===== src/rtl/pool_pkg.sv =====
// Shared definitions for the 2x2 pooling engine: mode encoding and the
// horizontal/vertical combine operator (max or add).
// No ports; pure package.
package pool_pkg;

  typedef enum logic {
    POOL_MAX = 1'b0,
    POOL_AVG = 1'b1
  } pool_mode_t;

  // Container width for pool_combine; callers zero-extend operands into it
  // and truncate the result to the width they need.
  localparam int unsigned COMB_W = 32;

  // Max mode keeps the larger operand; avg mode accumulates so the final
  // stage can round-divide the four-pixel sum.
  function automatic logic [COMB_W-1:0] pool_combine(
    input pool_mode_t        m,
    input logic [COMB_W-1:0] a,
    input logic [COMB_W-1:0] b
  );
    if (m == POOL_AVG) begin
      return a + b;
    end
    return (a > b) ? a : b;
  endfunction

endpackage


===== src/rtl/pool_line_buf.sv =====
// Line buffer of horizontal partial results, one entry per output column.
// Latency: write lands on the clock edge, read is combinational.
// Backpressure: none; the owner gates wr_en with its own handshake.
// Ports: wr_en/wr_addr/wr_dat write port, rd_addr/rd_dat read port.
module pool_line_buf #(
  parameter int DEPTH = 4,
  parameter int DW    = 9,
  parameter int AW    = (DEPTH > 1) ? $clog2(DEPTH) : 1
) (
  input  logic          clk,
  input  logic          wr_en,
  input  logic [AW-1:0] wr_addr,
  input  logic [DW-1:0] wr_dat,
  input  logic [AW-1:0] rd_addr,
  output logic [DW-1:0] rd_dat
);

  // Contents are don't-care after reset: every entry is written on an even
  // row before the odd row reads it.
  logic [DW-1:0] mem [DEPTH];

  always_ff @(posedge clk) begin
    if (wr_en) begin
      mem[wr_addr] <= wr_dat;
    end
  end

  assign rd_dat = mem[rd_addr];

endmodule


===== src/rtl/pool2x2_stream.sv =====
// Streaming 2x2 stride-2 max / rounded-average pooling, raster-order input.
// Latency: pooled pixel registered 1 cycle after its odd-row odd-col input.
// Backpressure: in_ready = !out_valid || out_ready; a held output stalls all state.
// Ports: mode (sampled on first pixel of a frame), in_* / out_* valid-ready
// streams, out_last marks a frame's final output, busy spans a frame.
module pool2x2_stream #(
  parameter int WIDTH = 8,
  parameter int IMG_W = 8,
  parameter int IMG_H = 8
) (
  input  logic             clk,
  input  logic             rst_n,
  input  logic             mode,
  input  logic             in_valid,
  output logic             in_ready,
  input  logic [WIDTH-1:0] in_data,
  output logic             out_valid,
  input  logic             out_ready,
  output logic [WIDTH-1:0] out_data,
  output logic             out_last,
  output logic             busy
);
  import pool_pkg::*;

  localparam int CW   = (IMG_W > 2) ? $clog2(IMG_W) : 1;
  localparam int RW   = (IMG_H > 2) ? $clog2(IMG_H) : 1;
  localparam int LB_D = IMG_W / 2;
  localparam int AW   = (LB_D > 1) ? $clog2(LB_D) : 1;
  localparam int HW   = WIDTH + 1;  // horizontal partial (pair sum)
  localparam int SW   = WIDTH + 2;  // four-pixel sum

  if ((IMG_W % 2) != 0 || IMG_W < 2) begin : g_bad_img_w
    $fatal(1, "pool2x2_stream: IMG_W must be even and >= 2");
  end
  if ((IMG_H % 2) != 0 || IMG_H < 2) begin : g_bad_img_h
    $fatal(1, "pool2x2_stream: IMG_H must be even and >= 2");
  end

  logic [CW-1:0]    col_q, col_d;
  logic [RW-1:0]    row_q, row_d;
  pool_mode_t       mode_q, mode_d;
  logic [WIDTH-1:0] hold_q, hold_d;
  logic             out_valid_q, out_valid_d;
  logic [WIDTH-1:0] out_data_q, out_data_d;
  logic             out_last_q, out_last_d;
  logic             busy_q, busy_d;

  logic             in_fire, out_fire;
  logic             frame_start, col_last, row_last;
  logic [HW-1:0]    hpart;
  logic [HW-1:0]    lb_rd;
  logic [AW-1:0]    lb_addr;
  logic             lb_we;
  logic [SW-1:0]    vsum;
  logic [SW-1:0]    avg_rnd;
  logic [WIDTH-1:0] result;

  assign in_ready = !out_valid_q || out_ready;

  // The latched mode is only consumed on odd columns, so it is always the
  // current frame's mode by the time any combine happens.
  always_comb begin
    in_fire     = in_valid && in_ready;
    out_fire    = out_valid_q && out_ready;
    frame_start = (row_q == '0) && (col_q == '0);
    col_last    = (col_q == CW'(IMG_W - 1));
    row_last    = (row_q == RW'(IMG_H - 1));
    hpart       = HW'(pool_combine(mode_q, COMB_W'(hold_q), COMB_W'(in_data)));
    lb_addr     = AW'(col_q >> 1);
    lb_we       = in_fire && !row_q[0] && col_q[0];
    vsum        = SW'(pool_combine(mode_q, COMB_W'(hpart), COMB_W'(lb_rd)));
    avg_rnd     = (vsum + SW'(2)) >> 2;
    result      = (mode_q == POOL_AVG) ? avg_rnd[WIDTH-1:0] : vsum[WIDTH-1:0];
  end

  pool_line_buf #(
    .DEPTH (LB_D),
    .DW    (HW),
    .AW    (AW)
  ) u_line_buf (
    .clk     (clk),
    .wr_en   (lb_we),
    .wr_addr (lb_addr),
    .wr_dat  (hpart),
    .rd_addr (lb_addr),
    .rd_dat  (lb_rd)
  );

  always_comb begin
    col_d       = col_q;
    row_d       = row_q;
    mode_d      = mode_q;
    hold_d      = hold_q;
    out_valid_d = out_valid_q;
    out_data_d  = out_data_q;
    out_last_d  = out_last_q;
    busy_d      = busy_q;

    if (in_fire) begin
      if (frame_start) begin
        mode_d = pool_mode_t'(mode);
      end
      if (!col_q[0]) begin
        hold_d = in_data;
      end
      if (col_last) begin
        col_d = '0;
        row_d = row_last ? '0 : row_q + RW'(1);
      end else begin
        col_d = col_q + CW'(1);
      end
    end

    // A new result may load in the same cycle the previous one drains.
    if (in_fire && row_q[0] && col_q[0]) begin
      out_valid_d = 1'b1;
      out_data_d  = result;
      out_last_d  = row_last && col_last;
    end else if (out_fire) begin
      out_valid_d = 1'b0;
      out_last_d  = 1'b0;
    end

    // Clear only when the last output leaves with no newer frame underway;
    // a first pixel accepted in the same cycle keeps busy high.
    if (out_fire && out_last_q && frame_start) begin
      busy_d = 1'b0;
    end
    if (in_fire && frame_start) begin
      busy_d = 1'b1;
    end
  end

  always_ff @(posedge clk or negedge rst_n) begin
    if (!rst_n) begin
      col_q       <= '0;
      row_q       <= '0;
      mode_q      <= POOL_MAX;
      hold_q      <= '0;
      out_valid_q <= 1'b0;
      out_data_q  <= '0;
      out_last_q  <= 1'b0;
      busy_q      <= 1'b0;
    end else begin
      col_q       <= col_d;
      row_q       <= row_d;
      mode_q      <= mode_d;
      hold_q      <= hold_d;
      out_valid_q <= out_valid_d;
      out_data_q  <= out_data_d;
      out_last_q  <= out_last_d;
      busy_q      <= busy_d;
    end
  end

  assign out_valid = out_valid_q;
  assign out_data  = out_data_q;
  assign out_last  = out_last_q;
  assign busy      = busy_q;

endmodule


===== config.mk =====
export PLATFORM = sky130hd
export DESIGN_NAME = pool2x2_stream
export DESIGN_NICKNAME = d
export VERILOG_FILES = /design/src/rtl/pool_pkg.sv /design/src/rtl/pool_line_buf.sv /design/src/rtl/pool2x2_stream.sv
export SDC_FILE = /design/constraint.sdc
export NUM_CORES = 1
export LEC_CHECK = 0
export CELL_PAD_IN_SITES_DETAIL_PLACEMENT = 1
export CELL_PAD_IN_SITES_GLOBAL_PLACEMENT = 1
export CORE_MARGIN = 2
export CORE_UTILIZATION = 30
export DETAILED_ROUTE_END_ITERATION = 7
export PLACE_DENSITY_LB_ADDON = 0.1
export SLEW_MARGIN = 20
export SYNTH_ARGS = -nofsm -noshare
export SYNTH_HDL_FRONTEND = slang
export SYNTH_SLANG_ARGS = --single-unit

===== constraint.sdc =====
create_clock -name clk -period 5.77 [get_ports clk]
set_input_delay 0.577 -clock clk [delete_from_list [all_inputs] [get_ports clk]]
set_output_delay 0.577 -clock clk [all_outputs]
set_load 0.02 [all_outputs]

Word-level counts from Yosys, hierarchy flattened
Memory sizes are Yosys's and may differ from the RTL's. Index checks and enable logic that the tools add are counted. W data, S select, Z words.

Add/sub/neg operators: 5. Magnitude comparators: 2. Equality and inequality tests: 2. Muxes and demuxes: 17. Bitwise logic cells: 1. Reduce and logical (&&, ||, !) cells: 21.

Operators by type and width (count): $mux W9 (3); $mux W10 (2); $mux W8 (2); $logic_and A1 B1 Y1 (11); $add A10 B2 Y10 const B (1); $add A9 B9 Y10 (1); $add A8 B8 Y9 (1); $gt A9 B9 Y1 (1); $gt A8 B8 Y1 (1); $mux W1 (8); $add A3 B1 Y3 const B (2); $eq A3 B3 Y1 const B (2); $logic_not A3 Y1 (2); $mux W3 (2); $reduce_and A2 Y1 (3); $reduce_bool A2 Y1 (2); $logic_not A1 Y1 (2); $logic_or A1 B1 Y1 (1); $not A1 Y1 (1).

Flip-flop bits (word level): 26. RAM bits: 36. Bits of input ports: 13. Output and inout port bits: 12. Word-level logic and storage cells: 57. Memories: 1.

Memories: u_line_buf.mem (depth 4, bits a word 9, read ports 1, clocked after Yosys merged registers in 0, write ports 1, line pool_line_buf.sv:20) `logic [DW-1:0] mem [DEPTH];`.

Longest topological paths before layout
Gate-level depths: netlist of the first run.

Word-level depth: 8. Gate-level depth with buffers: 31. Gate-level depth less buffers: 30.

Cells and area by module
Synthesis of the first run repeated with hierarchy kept, for this count alone.

Cell total of the unflattened synthesis: 418. Area total of the unflattened synthesis: 4349.2 um^2.

By module, submodules not included: pool2x2_stream (instances 1, cells an instance 367, area an instance 3017.9 um^2, seq. area each 650.6 um^2); pool_line_buf (instances 1, cells an instance 51, area an instance 1331.3 um^2, seq. area each 1081.0 um^2).

Worst setup path after synthesis of the first run
OpenSTA, ideal clock, no wires.

Path kind: input to register. Start point: in in_data[1]. End point: reg out_data_q[3] (netlist: out_data[3]). Library setup time: 0.132 ns. Arrival: 4.996 ns. Data required time: 5.638 ns. Slack: 0.642 ns. Stages on the path: 28. Buffers on the path: 2. Path through: inv_1 ha_1 nor2b_1 o211ai_1 a21o_1 a21o_1 buf_2 nand2_1 o21ai_1 nor2_1 a21oi_1 ha_1 a21oi_1 o21a_1 or2_2 a211o_1 a211oi_4 buf_2 nor2_1 a211oi_1 a21oi_1 ha_1 nand2_1 nor2_1 xnor2_1 nand2_1 o21ai_0 o21ai_1.

Cells in the longest elaborated chain, start to end: 8. Elaborated cells between the ends (all ways): 12. Those cells by class: add/sub (3); order compare (2); mux (7).

Ends and longest elaborated chain: start: declaration (line pool2x2_stream.sv:16) `input logic [WIDTH-1:0] in_data,`; $add A8 B8 Y9 or $gt A8 B8 Y1 (tied branches) (line pool_pkg.sv:23, pool_pkg.sv:25); $mux W9 or $mux W8 (tied branches) (line pool_pkg.sv:22, pool_pkg.sv:25); $mux W9 * (line pool_pkg.sv:25) `return (a > b) ? a : b;`; net hpart[1] (line pool2x2_stream.sv:50) `logic [HW-1:0] hpart;`; $add A9 B9 Y10 or $gt A9 B9 Y1 (tied branches) (line pool_pkg.sv:23, pool_pkg.sv:25); $mux W10 or $mux W9 (tied branches) (line pool_pkg.sv:22, pool_pkg.sv:25); $mux W10 * (line pool_pkg.sv:25); $add A10 B2 Y10 (line pool2x2_stream.sv:72) `avg_rnd = (vsum + SW'(2)) >> 2;`; $mux W8 * (line pool2x2_stream.sv:73) `result = (mode_q == POOL_AVG) ? avg_rnd[WIDTH-1:0] : vsum[WIDTH-1:0];`; end signal: assignment (line pool2x2_stream.sv:150) `out_data_q <= out_data_d;`; end: declaration (line pool2x2_stream.sv:44) `logic [WIDTH-1:0] out_data_q, out_data_d;`.

The timed path passes the listed nets; every way through them passes the cells marked *. The select of a mux whose other input is x is not followed. A chain may end at the register's enable or synchronous reset.

Final worst setup path of the first run
Same ends and word-level chain as after synthesis.

==> metrics.md, run 1 <==
| Metric | Value |
|---|---|
| Netlist cell types | between 50 and 60 |
| Top FF cell, synth | edfxtp_1 |
| Seq. cell area | ~1700 um2 |
| Die area | 14920 um2 |
| Final worst-path cycle share | 92.47% |
| Asr flop ratio synth | approximately two fifths |
| Port bufs | 24 |
| TritonCTS clock tree | built |
| Filler cells | 1584 |
| Reg clk slew, reported paths | about 50 ps |
| Post-route cell area | slightly above 5000 um2 |
| Worst R2R Path Depth | 24 |
| Skew-Pair Late Insertion Delay | about 340 ps |
| CTS buffer count | 9 |
| Number of H-tree levels | 3 |
| Antenna violations before repair | 0 |
| Post-DRT Antenna Nets | 0 |
| Cell count after synthesis | between 400 and 500 |
| Setup Skew | between 9 and 10 ps |
| Routed len/inst | 17.79 um |
| Die height | 122.2 um |
| Fmax | 187.4 MHz |
| Multi-input gate area | about 2300 um2 |
| Pre-antenna DRT Iters | 4 |
| Die X | about 120 um |
| Critical-path maximum fanout | 8 |
| Slew headroom | around 42% |
| Finished Core Util | between 30% and 40% |
| All-Layer GR Usage | 17.09% |
| Final count of pins violating max slew | 0 |
| Critical Path End Type | flip-flop |
| Reg2reg start | hold_q[1] |
| Final hold vios | 0 |
| Initial DRC Count | 166 |
| Worst min path class | flip-flop to flip-flop |
| Max_cap viols | 0 |
| # DRC | 0 |
| Row cnt | between 40 and 50 |
| DR vias | between 3000 and 4000 |
| HP Start | out_data[1] |
| Antenna fix cells | 0 |
| Syn_nets | 470 |
| Final #Nets | about 520 |
| DP Area | 4826 um2 |
| WP data required | a little under 6000 ps |
| DP Wirelength | around 9000 um |
| Slew @ Worst Pin | between 800 and 900 ps |
| Routability cong. | 0.7944 |
| Inst Count DP | between 600 and 700 |
| Reg2reg setup slack | 800 ps |
| Status | complete, no violations |
| First-pass GRT wire length | around 19000 um |
| Hold Crit Depth | 1 |
| Worst setup path start | in_data[1] |
| EDFF count, synth | 36 |
| Post-DR vias/cell | 4.834 |
| Clock Path Buffers | 2 |
| WL final | ~12000 um |
| Minimum clock period | around 5300 ps |
| Ys Warns | 0 |
| Critical path type | primary input to flip-flop |
| Critical path data arrival time | roughly 5500 ps |
| Clk sinks | between 60 and 70 |
| Syn Area/Cell | 10.12 um2 |
| Root Buffer Master | clkbuf_16 |
| Setup crit start kind | primary input |
| Final std cells w/o fill | ~650 |
| Post-synthesis sequential area ratio | 41.35% |
| Synthesized flop and latch total | 62 |
| Core Area | about 14000 um2 |
| Largest net degree at the start of global routing | 27 |
| Final setup viols | 0 |
| I/O pin count | 25 |
| Initial cell density of the core | a little under a third |
| Fin Hold WS | 502.9 ps |
| Hold worst-path end | out_data[1] |
| Area grow syn2layout | 22.92% |
| Cell area after synthesis | roughly 4200 um2 |
| Reg2reg end | out_data[3] |
| Total grt overflow | 0 |
| Share of cells above drive strength 1 | between 10% and 20% |
| Vias in the first global route | approximately 3300 |
[per-layer routing]
metal	vias to the layer above	wire, um	global-route usage [%]
met2	27	5393	27.20
met4	0	214	6.178
met3	13	259	3.839
met5	-	0	0
li1	1582	-	-
met1	1530	5732	22.80
[layout make-up]
| cell class | count | share of cell area (%) |
|---|---|---|
| Inverter | 37 | 2.698 |
| Sequential cell | 62 | 33.64 |
| Clock buffer | 9 | 4.375 |
| Multi-Input combinational cell | 303 | 44.60 |
| Clock inverter | 7 | 1.264 |
| Tap cell | 180 | 4.375 |
| Timing Repair Buffer | 54 | 9.042 |
[synthesized netlist by cell type (3+ instances only)]
cell / number / area, um2
o21ai_0: 19 / 95.09
nand3b_1: 3 / 22.52
a211oi_1: 4 / 30.03
nand4_1: 4 / 25.02
xor2_1: 4 / 35.03
clkbuf_1: 6 / 22.52
o21ai_1: 10 / 50.05
nand2_1: 41 / 153.9
xnor2_1: 14 / 122.6
nor3_1: 9 / 45.04
ha_1: 41 / 513.0
o21a_1: 5 / 37.54
dfrtp_1: 26 / 650.6
nand3_1: 6 / 30.03
nand2b_1: 5 / 31.28
buf_2: 4 / 20.02
edfxtp_1: 36 / 1081
inv_1: 35 / 131.4
nor2b_1: 4 / 25.02
a21o_1: 5 / 37.54
o21bai_1: 5 / 37.54
mux2_2: 6 / 67.56
nor2_1: 33 / 123.9
and3_1: 3 / 18.77
mux4_2: 6 / 135.1
mux2i_1: 15 / 150.1
a21oi_1: 31 / 155.2
[state kept, by name, summed over array words and instances, names as in the netlist]
name            cells
busy                1
col_q               3
hold_q              8
mode_q              1
out_data            8
out_last            1
out_valid           1
row_q               3
u_line_buf.mem     36
[what timing repair did]
item | 4_1_cts | 5_1_grt
hold buffers | 0 | 0
setup endpoints to repair | 0 | 5
setup buffers | 0 | 1
resized for setup | 0 | 6
[through the flow]
step	setup TNS (ps)	setup WS [ps]
2_1_floorplan	0	641.9
3_3_place_gp	0	94.37
3_5_place_dp	-101.7	-99.05
4_1_cts	0	260.3
5_1_grt	-10.11	-10.11
6_report	0	434.3
[cells in the final DEF, fill, tap and decap left out, types with 19 or more instances in the layout]
| cell | n |
|---|---|
| clkdlybuf4s50_1 | 24 |
| ha_1 | 41 |
| inv_1 | 35 |
| o21ai_0 | 19 |
| a21oi_1 | 30 |
| nand2_1 | 41 |
| dfrtp_1 | 26 |
| buf_4 | 30 |
| nor2_1 | 33 |
| edfxtp_1 | 36 |
[kinds of logic after synthesis]
family | count (synthesis) | synth area share (%)
flops | 62 | 41.35
fa+ha+maj | 43 | 13.21
compound gates | 96 | 14.55
simple gates | 116 | 12.64
buf+inv | 49 | 4.512
mux | 28 | 9.053
xor+xnor | 20 | 4.691
[worst max-delay path, cell delays in order]
cell and delay [ps]:
clkdlybuf4s50_1 470, inv_1 70, ha_1 310, nor2b_1 140
o211ai_1 200, a21o_1 160, a21o_2 260, mux2i_2 270
mux2i_1 170, ha_1 410, nand2b_1 130, o21a_1 200
or2_2 270, a211o_1 320, a211oi_4 360, nor2_1 90
a21oi_1 120, nor2_1 70, a21o_1 160, ha_1 240
nand2_1 80, nor2_1 60, xnor2_1 150, nand2_1 60
o21ai_0 80, o21ai_1 80
[how the worst max path moves through the flow]
stage | endpoint | cells after the start
after detailed placement | out_data[3] | 27
after global placement | out_data[7] | 20
after global routing | out_data[3] | 31
final | out_data[3] | 26
after floorplan | out_data[3] | 28
after CTS | out_data[3] | 27
Power of run 1 is not shown: default switching activity piles up to over one toggle a cycle in this logic, so the estimate is an artifact.
==> inputs of run 2 (changes only) <==
--- a/config.mk
+++ b/config.mk
@@ -5,6 +5,7 @@
 export SDC_FILE = /design/constraint.sdc
 export NUM_CORES = 1
 export LEC_CHECK = 0
+export ABC_AREA = 0
 export CELL_PAD_IN_SITES_DETAIL_PLACEMENT = 1
 export CELL_PAD_IN_SITES_GLOBAL_PLACEMENT = 1
 export CORE_MARGIN = 2
==> results of run 2 <==
Same layout as run 1: the final DEF is identical, and so are final timing and power.
Power of run 2 is left out for the same reason.
